**config.mk**
```make
export PLATFORM = sky130hd
export DESIGN_NAME = fetch_unit
export DESIGN_NICKNAME = d
export VERILOG_FILES = /design/src/rtl/fetch_unit.sv
export SDC_FILE = /design/constraint.sdc
export NUM_CORES = 1
export LEC_CHECK = 0
export ABC_AREA = 1
export CAP_MARGIN = 0
export CORE_UTILIZATION = 47
export CTS_CLUSTER_DIAMETER = 60
export DETAILED_ROUTE_END_ITERATION = 6
export HOLD_SLACK_MARGIN = 0.06
export PLACE_DENSITY = 0.8
export SYNTH_ARGS = -nofsm -noshare
export SYNTH_HDL_FRONTEND = slang
export SYNTH_SLANG_ARGS = --single-unit
```
**constraint.sdc**
```tcl
create_clock -name clock -period 1.6 [get_ports clock]
set_input_delay 0.24 -clock clock [delete_from_list [all_inputs] [get_ports clock]]
set_output_delay 0.24 -clock clock [all_outputs]
set_load 0.05 [all_outputs]
```
**src/rtl/fetch_unit.sv**
```systemverilog
// Instruction-fetch stage: owns PC and IR, prefetches one word per PC over a
// req/ack memory handshake and hands it to the controller on ir_en.
module fetch_unit #(
  parameter int                    ADDR_WIDTH = 16,
  parameter logic [ADDR_WIDTH-1:0] RESET_PC   = '0
) (
  input  logic                  clock,
  input  logic                  reset,
  input  logic                  pc_en,
  input  logic                  pc_inc_or_set,
  input  logic [ADDR_WIDTH-1:0] target_addr,
  input  logic                  ir_en,
  output logic                  mem_req,
  output logic [ADDR_WIDTH-1:0] mem_addr,
  input  logic [15:0]           mem_rdata,
  input  logic                  mem_ack,
  output logic [15:0]           instruction,
  output logic [ADDR_WIDTH-1:0] pc,
  output logic                  fetch_valid,
  output logic                  ir_underrun
);

  typedef enum logic [1:0] {
    F_REQ   = 2'd0,
    F_FULL  = 2'd1,
    F_IDLE  = 2'd2,
    F_FLUSH = 2'd3
  } state_e;

  state_e                  state_q, state_d;
  logic [ADDR_WIDTH-1:0]   pc_q, pc_d;
  logic [ADDR_WIDTH-1:0]   addr_q, addr_d;
  logic [15:0]             buf_q, buf_d;
  logic [15:0]             instr_q, instr_d;
  logic                    req_q, req_d;
  logic                    under_q, under_d;
  logic                    ack_ok;

  always_ff @(posedge clock) begin
    if (!reset) begin
      state_q <= F_REQ;
      pc_q    <= RESET_PC;
      addr_q  <= RESET_PC;
      buf_q   <= 16'h0000;
      instr_q <= 16'h0000;
      req_q   <= 1'b0;
      under_q <= 1'b0;
    end else begin
      state_q <= state_d;
      pc_q    <= pc_d;
      addr_q  <= addr_d;
      buf_q   <= buf_d;
      instr_q <= instr_d;
      req_q   <= req_d;
      under_q <= under_d;
    end
  end

  always_comb begin
    state_d = state_q;
    pc_d    = pc_q;
    addr_d  = addr_q;
    buf_d   = buf_q;
    instr_d = instr_q;
    // An ack only counts against a request we are actually presenting.
    ack_ok  = mem_ack & req_q;
    under_d = ir_en & (state_q != F_FULL);

    if (pc_en)
      pc_d = pc_inc_or_set ? target_addr : pc_q + ADDR_WIDTH'(1);

    unique case (state_q)
      F_REQ: begin
        if (ack_ok && !pc_en) begin
          buf_d   = mem_rdata;
          state_d = F_FULL;
        end else if (pc_en && req_q && !ack_ok) begin
          state_d = F_FLUSH;
        end
      end
      F_FLUSH: begin
        if (ack_ok)
          state_d = F_REQ;
      end
      F_FULL: begin
        if (ir_en)
          instr_d = buf_q;
        if (pc_en)
          state_d = F_REQ;
        else if (ir_en)
          state_d = F_IDLE;
      end
      F_IDLE: begin
        if (pc_en)
          state_d = F_REQ;
      end
      default: state_d = F_REQ;
    endcase

    req_d = (state_d == F_REQ) || (state_d == F_FLUSH);
    // Address is frozen for the life of a handshake; otherwise it follows pc.
    if (!req_q || ack_ok)
      addr_d = pc_d;
  end

  assign mem_req     = req_q;
  assign mem_addr    = addr_q;
  assign instruction = instr_q;
  assign pc          = pc_q;
  assign fetch_valid = (state_q == F_FULL);
  assign ir_underrun = under_q;

endmodule

```
==> impl_metrics.tcl, run 1 <==
set metrics [dict create \
    run_status "completed" \
    num-fill-cells 515 \
    track_usage_pct 25.30 \
    synth_area_in_compound_gates_pct 15.66 \
    antenna_left 0 \
    min_cycle_time_layout_ps 1477 \
    drt_iter0_drc 189 \
    fp.dieW_um 81.63 \
    drv.max_cap_violation_count 0 \
    yosysWarningCount 0 \
    rsz0062_at_grt "false" \
    antenna-diode-count 0 \
    area_delta_synth_final_pct 40.47 \
    synth-adder-area-share_pct 0.4198 \
    synth.top_cell.area_share_pct 45.68 \
    cts.sinks 68 \
    synth.area.mux_share_pct 0 \
    cts.reportedPaths.clkPinSlew_ps 80 \
    ys_seq_elements 68 \
    post_layout_total_power_uw 4313 \
    cts_made_buffers 9 \
    drive_gt1_share_pct 18.30 \
    place.port_buffers 88 \
    achievable-frequency_mhz 677.2 \
    synth_top_family_by_area "simple AND/OR/NAND/NOR gates" \
    die_height_um 81.63 \
    mostFrequentLayoutCell "sky130_fd_sc_hd__nor2_1" \
    detail_route.first_pass.iterations 5 \
    min_period_over_period_pct 92.30 \
    syn-mean-instance-area_um2 6.899 \
    clk-insertion-delay-late_ps 340 \
    max-vdd-ir-drop_uv 589.4 \
    netlist_area_um2 2980 \
    gp_congestion 0.8784 \
    globalRoute.totalOverflow 0 \
    min_path_type "reg -> reg" \
    fraction_of_the_yosys_area_taken_by_sequential_cells_pct 45.68 \
    first_pass_grt_wire_length_mm 12.90 \
    fin_nets 564 \
    remaining_drc_errors 0 \
    vias 3185 \
    cts.hold.buffers_added 0 \
    worstRegToRegCells 9 \
    tritoncts_clock_tree "built" \
    yosys-top-cells-area "sky130_fd_sc_hd__dfxtp_1 46%, sky130_fd_sc_hd__nor2_1 10%, sky130_fd_sc_hd__nand2_1 9.4%, sky130_fd_sc_hd__o21ai_0 7.2%, sky130_fd_sc_hd__nand3_1 7.1%" \
    cts_root_buf "sky130_fd_sc_hd__clkbuf_8" \
    setup_tns_ps 0 \
    critical_path.reg2reg.endpoint "mem_addr[10]" \
    wl_per_cell_um 13.20 \
    start_util_pct 49.46 \
    clock_tree.htree_level_count 3 \
    tightest_slew_ps 326.6 \
    report.final.hold_viol_count 0 \
    post-dp-hpwl_mm 5.488 \
    synthXorXnorAreaFrac_pct 0 \
    required_time_of_the_worst_setup_path_ps 1850 \
    rows 28 \
    hp-start "instruction[3]" \
    post-cts-setup-buffers 0 \
    boundary_pins 89 \
    postSynthNetCount 471 \
    crit_arrival_ps 1720 \
    cp-startpoint "pc[4]" \
    synth.distinct_cells 22 \
    die_area_um2 6663 \
    clock-skew-final_ps 8.582 \
    finalSetupViolations 0 \
    setup.worst_path.start_class "flop" \
    antenna_found_initial 0 \
    pwr_density_cell_nw_per_um2 1030 \
    finalHoldWorstSlack_ps 463.7 \
    r2r_path_start "pc[4]" \
    regToRegSetupSlack_ps 120 \
    cts_max_path_buffers 2 \
    worst-setup-path-type "reg -> reg" \
    core_area_um2 6026 \
    quantity_of_gates_resized_following_cts 0 \
    vias_in_the_first_global_route 2936 \
    grt_start_max_net_pins 37 \
    cp-end-kind "flop" \
    max-slew-margin-rel_pct 78.00 \
    crit_path_end "mem_addr[10]" \
    detail_route.wirelength_mm 7.989 \
    timing.final.max_slew_violations 0 \
    worst_path_maximum_fanout 4 \
    synthCells 432 \
    synth_simple_gate_area_share_pct 29.30 \
    post_layout_cell_count 605 \
    yosysTopAreaCell "sky130_fd_sc_hd__dfxtp_1" \
    power.static_leakage_uw 0.001806 \
    number_of_vias_per_cell 5.264 \
    placed_cells 589 \
    most-common-layout-cells "79 x sky130_fd_sc_hd__nor2_1, 75 x sky130_fd_sc_hd__nand2_1, 65 x sky130_fd_sc_hd__dfxtp_1" \
]
stage by stage:
step | cell area (µm²) | utilization [%] | setup WS, ps
finish | 4187 | 69.48 | 123.3
global route | 4187 | 69.48 | 10.86
CTS | 4156 | 68.98 | 3.300
detailed placement | 3930 | 65.22 | -24.25
global placement | 3930 | 65.22 | 11.25
floorplan | 2983 | - | 15.08
metal layers:
layer  share of wire [%]  track usage (%)  vias up
met3                 9.4            7.222        9
met1                  41            30.36     1440
met5                   0                0        -
met2                  48            42.75      160
met4                 1.2            9.474        0
li1                    -                -     1576
layout make-up:
class / count / area, µm² / area share (%)
clock inverter: 5 / 85.08 / 2.032
inverter: 39 / 146.4 / 3.497
timing repair buffer: 104 / 977.2 / 23.34
tap: 75 / 93.84 / 2.241
multi-input combinational: 303 / 1378 / 32.90
sequential: 68 / 1365 / 32.61
clock buffer: 11 / 141.4 / 3.377
synthesized netlist by cell type:
master	n
sky130_fd_sc_hd__a21oi_1	39
sky130_fd_sc_hd__buf_2	6
sky130_fd_sc_hd__buf_4	2
sky130_fd_sc_hd__buf_6	3
sky130_fd_sc_hd__clkbuf_1	11
sky130_fd_sc_hd__clkinv_1	1
sky130_fd_sc_hd__dfxtp_1	68
sky130_fd_sc_hd__ha_1	1
sky130_fd_sc_hd__inv_1	37
sky130_fd_sc_hd__inv_2	1
sky130_fd_sc_hd__nand2_1	75
sky130_fd_sc_hd__nand2_2	2
sky130_fd_sc_hd__nand3_1	42
sky130_fd_sc_hd__nand3_2	2
sky130_fd_sc_hd__nand4_1	3
sky130_fd_sc_hd__nor2_1	82
sky130_fd_sc_hd__nor2_2	2
sky130_fd_sc_hd__nor3_1	2
sky130_fd_sc_hd__o211ai_1	2
sky130_fd_sc_hd__o21ai_0	43
sky130_fd_sc_hd__o21ai_1	7
sky130_fd_sc_hd__o22ai_1	1
cell families after synthesis:
kind of cell	count (synthesis)
AOI/OAI and AO/OA	92
adders and majority gates	1
buffers and inverters	61
DFF	68
and+or+nand+nor	210
report_power, final:
group	switching, µW	total (µW)	internal (µW)
Sequential	78.9	1870	1790
Combinational	523	845	322
Clock	673	1600	926
registers in the layout (all words and copies together), names as in the netlist:
name / count
buf_q: 16
instruction: 16
mem_addr: 16
pc: 16
state_q: 2
ir_underrun: 1
mem_req: 1
worst max-delay path: stages (launching register included):
cell and delay (ps):
sky130_fd_sc_hd__dfxtp_1 440, sky130_fd_sc_hd__nand2_1 170, sky130_fd_sc_hd__nor2_2 200, sky130_fd_sc_hd__nand2_2 100
sky130_fd_sc_hd__o21ai_1 120, sky130_fd_sc_hd__nand3_1 80, sky130_fd_sc_hd__nand2_1 100, sky130_fd_sc_hd__nand3_1 80
sky130_fd_sc_hd__nand2_1 60, sky130_fd_sc_hd__inv_1 30
worst min-delay path by stage:
stage	end	slack, ps	depth (start not counted)
2_1_floorplan	buf_q[0]	410	2
6_report	instruction[3]	460	2
3_3_place_gp	instruction[2]	450	2
3_5_place_dp	instruction[3]	450	2
4_1_cts	instruction[3]	470	2
5_1_grt	instruction[6]	480	2
Note: power is estimated with default switching activity, not from simulation.
==> run 2: changes to the inputs <==
--- a/config.mk
+++ b/config.mk
@@ -5,7 +5,7 @@
 export SDC_FILE = /design/constraint.sdc
 export NUM_CORES = 1
 export LEC_CHECK = 0
-export ABC_AREA = 1
+export ABC_AREA = 0
 export CAP_MARGIN = 0
 export CORE_UTILIZATION = 47
 export CTS_CLUSTER_DIAMETER = 60
@@ -15,3 +15,4 @@
 export SYNTH_ARGS = -nofsm -noshare
 export SYNTH_HDL_FRONTEND = slang
 export SYNTH_SLANG_ARGS = --single-unit
+export TNS_END_PERCENT = 5
==> run 2 against run 1 <==
  * Flip-flop and latch count unchanged
  * Critical path depth down 7
  * Die area down 0.57%
  * Design area up 5.1%
  * Clock skew down 3.3 ps
  * Register-to-register slack worse by 60 ps
==> impl_metrics.tcl, run 2 <==
set metrics [dict create \
    required_time_of_the_worst_setup_path_ps 1360 \
    antenna-diode-count 0 \
    start_util_pct 49.46 \
    timing.hold.worst_endpoint "buf_q[13]" \
    critical_path.n_buffers_inverters 1 \
    cts_root_buf "sky130_fd_sc_hd__clkbuf_8" \
    wl_per_cell_um 15.15 \
    detail_route.wirelength.met1_mm 3.959 \
    timing.final.max_slew_violations 0 \
    synth.top_cell.area_share_pct 45.95 \
    critical_path.slowest_cell "sky130_fd_sc_hd__dfxtp_1" \
    crit_arrival_ps 1320 \
    route.met2.wl_mm 4.143 \
    pwr_density_cell_nw_per_um2 949.2 \
    die_height_um 81.40 \
    share_comb_of_total_power_pct 21.6 \
    power_frac_seq_pct 44.3 \
    yosysTopAreaCell "sky130_fd_sc_hd__dfxtp_1" \
    worstRegToRegCells 5 \
    achievable-frequency_mhz 641.7 \
    remaining_drc_errors 0 \
    number_of_vias_per_cell 5.482 \
    post_layout_cell_count 575 \
    post-cts-setup-buffers 0 \
    cts.sinks 68 \
    critical_path.reg2reg.endpoint "mem_addr[13]" \
    vias_in_the_first_global_route 2907 \
    min_path_type "in -> reg" \
    area_delta_synth_final_pct 48.44 \
    setup_tns_ps 0 \
    setup_slack_placement_ps -250.2 \
    cts.hold.buffers_added 0 \
    max-slew-margin-rel_pct 74.41 \
    place.port_buffers 88 \
    met3_wire_length_um 410 \
    run_status "completed" \
    placed_cells 559 \
    antenna_left 0 \
    clock_tree.htree_level_count 3 \
    post_layout_total_power_uw 4175 \
    most-common-layout-cells "92 x sky130_fd_sc_hd__nand2_1, 91 x sky130_fd_sc_hd__buf_4, 59 x sky130_fd_sc_hd__dfxtp_1" \
    clock-skew-final_ps 5.312 \
    postSynthNetCount 415 \
    netsw_uw 1293 \
    fraction_of_the_yosys_area_taken_by_sequential_cells_pct 45.95 \
    fp.dieW_um 81.40 \
    cp_cell_sequence "and2b_2, buf_12" \
    regToRegSetupSlack_ps 60 \
    cp-end-kind "output pin" \
    setup.worst_path.start_class "flop" \
    synthArstFlopShare_pct 0 \
    worst_path_maximum_fanout 9 \
    max-vdd-ir-drop_uv 612.9 \
    mostFrequentLayoutCell "sky130_fd_sc_hd__nand2_1" \
    post-dp-hpwl_mm 6.301 \
    dominantRegCellSynth "sky130_fd_sc_hd__dfxtp_1" \
    drt_iter0_drc 187 \
    cts.reportedPaths.clkPinSlew_ps 80 \
    hold_depth 3 \
    detail_route.first_pass.iterations 5 \
    netlist_area_um2 2963 \
    globalRoute.totalOverflow 0 \
    min_period_over_period_pct 97.40 \
    cts_max_path_buffers 2 \
    rows 28 \
    gp_congestion 0.8886 \
    hp-start "mem_rdata[13]" \
    synth.most_common_cell "sky130_fd_sc_hd__nand2_1" \
    worst-setup-path-type "reg -> out" \
    critPathTopFamily "flip-flops" \
    syn-mean-instance-area_um2 7.880 \
    clockPowerShare_pct 34.0 \
    yosys-top-cells-count "92 x sky130_fd_sc_hd__nand2_1, 68 x sky130_fd_sc_hd__dfxtp_1, 49 x sky130_fd_sc_hd__a21oi_1" \
    fin_nets 534 \
    cts_made_buffers 9 \
    tritoncts_clock_tree "built" \
    tightest_slew_ps 383.4 \
    ys_seq_elements 68 \
    power.static_leakage_uw 0.001747 \
    clk-insertion-delay-late_ps 350 \
    grt_start_max_net_pins 31 \
    sw_frac_of_total_pct 30.96 \
    synth_edf_count 0 \
    routed.top_layer "met4" \
    critical_path_max_stage_delay_ps 560 \
    die_area_um2 6625 \
    min_cycle_time_layout_ps 1558 \
    detail_route.wirelength_mm 8.713 \
    track_usage_pct 28.14 \
    finalSetupViolations 0 \
    antenna_found_initial 0 \
    first_pass_grt_wire_length_mm 13.95 \
    core_area_um2 5991 \
    vias 3152 \
    r2r_path_start "pc[6]" \
    report.final.hold_viol_count 0 \
    synth.distinct_cells 55 \
    cp-startpoint "state_q[0]" \
    setup_ws_ps 41.67 \
    yosysWarningCount 0 \
    drv.max_cap_violation_count 0 \
    boundary_pins 89 \
    yosys-top-cells-area "sky130_fd_sc_hd__dfxtp_1 46%, sky130_fd_sc_hd__nand2_1 12%, sky130_fd_sc_hd__a21oi_1 8.3%, sky130_fd_sc_hd__nor2_1 3.9%, sky130_fd_sc_hd__clkbuf_1 2.0%" \
    synthCells 376 \
    rsz0062_at_grt "true" \
    p_int_uw 2882 \
    drive_gt1_share_pct 28.80 \
]
-- run 2: changes by cell type in the layout (fill, tap and decap cells not counted), sizes merged, moves of 8 or more --
| cell | previous run | this run |
|---|---|---|
| a21oi | 39 | 49 |
| nand2 | 77 | 93 |
| nor2 | 84 | 31 |
| o21ai | 50 | 13 |
| inv | 38 | 2 |
| buf | 67 | 98 |
| and2 | 0 | 8 |
| nand3 | 44 | 11 |
-- run 2: worst reg2reg max path, stage by stage, from the launching register on --
cell	delay [ps]
sky130_fd_sc_hd__dfxtp_2	380
sky130_fd_sc_hd__nand3_1	150
sky130_fd_sc_hd__or2_1	380
sky130_fd_sc_hd__o21ai_2	190
sky130_fd_sc_hd__o221ai_2	120
sky130_fd_sc_hd__o31ai_2	250
-- run 2: area by class of cell --
type / count / area, µm²
fillers: 439 / 1593
multi-input cells: 279 / 1524
flip-flops and latches: 68 / 1380
repair buffers: 135 / 1194
clock buffers: 9 / 123.9
well taps: 75 / 93.84
clock inverters: 7 / 75.07
inverters: 2 / 7.507
-- run 2: cell families (layout without fill, tap and decap cells) --
kind of cell    Yosys count  count (layout)  synth area share, %
simple gates            176             176                27.28
compound gates           97              97                20.35
flops                    68              68                45.95
buf+inv                  29             153                4.392
mux                       3               3                1.014
xor+xnor                  2               2               0.5913
fa+ha+maj                 1               1               0.4222
-- run 2: worst max path at each step --
stage | endpoint | slack (ps) | depth (start not counted)
after floorplan | mem_addr[13] | -110 | 5
after CTS | mem_addr[10] | 30 | 6
after global placement | mem_addr[3] | -80 | 8
after detailed placement | mem_addr[10] | -250 | 7
after global routing | mem_addr[13] | -5 | 5
final | fetch_valid | 40 | 2
-- run 2: timing repair --
action | 4_1_cts | 5_1_grt
gates cloned | 0 | 0
pin swaps | 0 | 2
endpoints found under the hold margin | 0 | 0
setup endpoints to repair | 4 | 14
gates resized for setup | 3 | 9
-- run 2: power by group through the flow --
| stage | clock network, µW | logic (µW) | registers [µW] |
|---|---|---|---|
| global route | 1520 | 962 | 1860 |
| global placement | 0 | 873 | 1880 |
| detailed placement | 0 | 889 | 1880 |
| CTS | 1430 | 895 | 1850 |
| floorplan | 0 | 289 | 2090 |
| finish | 1420 | 903 | 1850 |
-- run 2: routing by layer --
metal,GRT usage (%),vias up
met1,37.26,1478
met4,12.68,0
met2,43.83,114
li1,-,1540
met3,5.730,20
met5,0,-
-- run 2: per-stage QoR --
stage	area (µm²)	util, %	hold slack, ps
6_report	4398	73.41	429.8
3_3_place_gp	4145	69.19	436.2
3_5_place_dp	4145	69.19	444.7
5_1_grt	4398	73.41	418.4
2_1_floorplan	2980	-	353.8
4_1_cts	4357	72.72	421.4
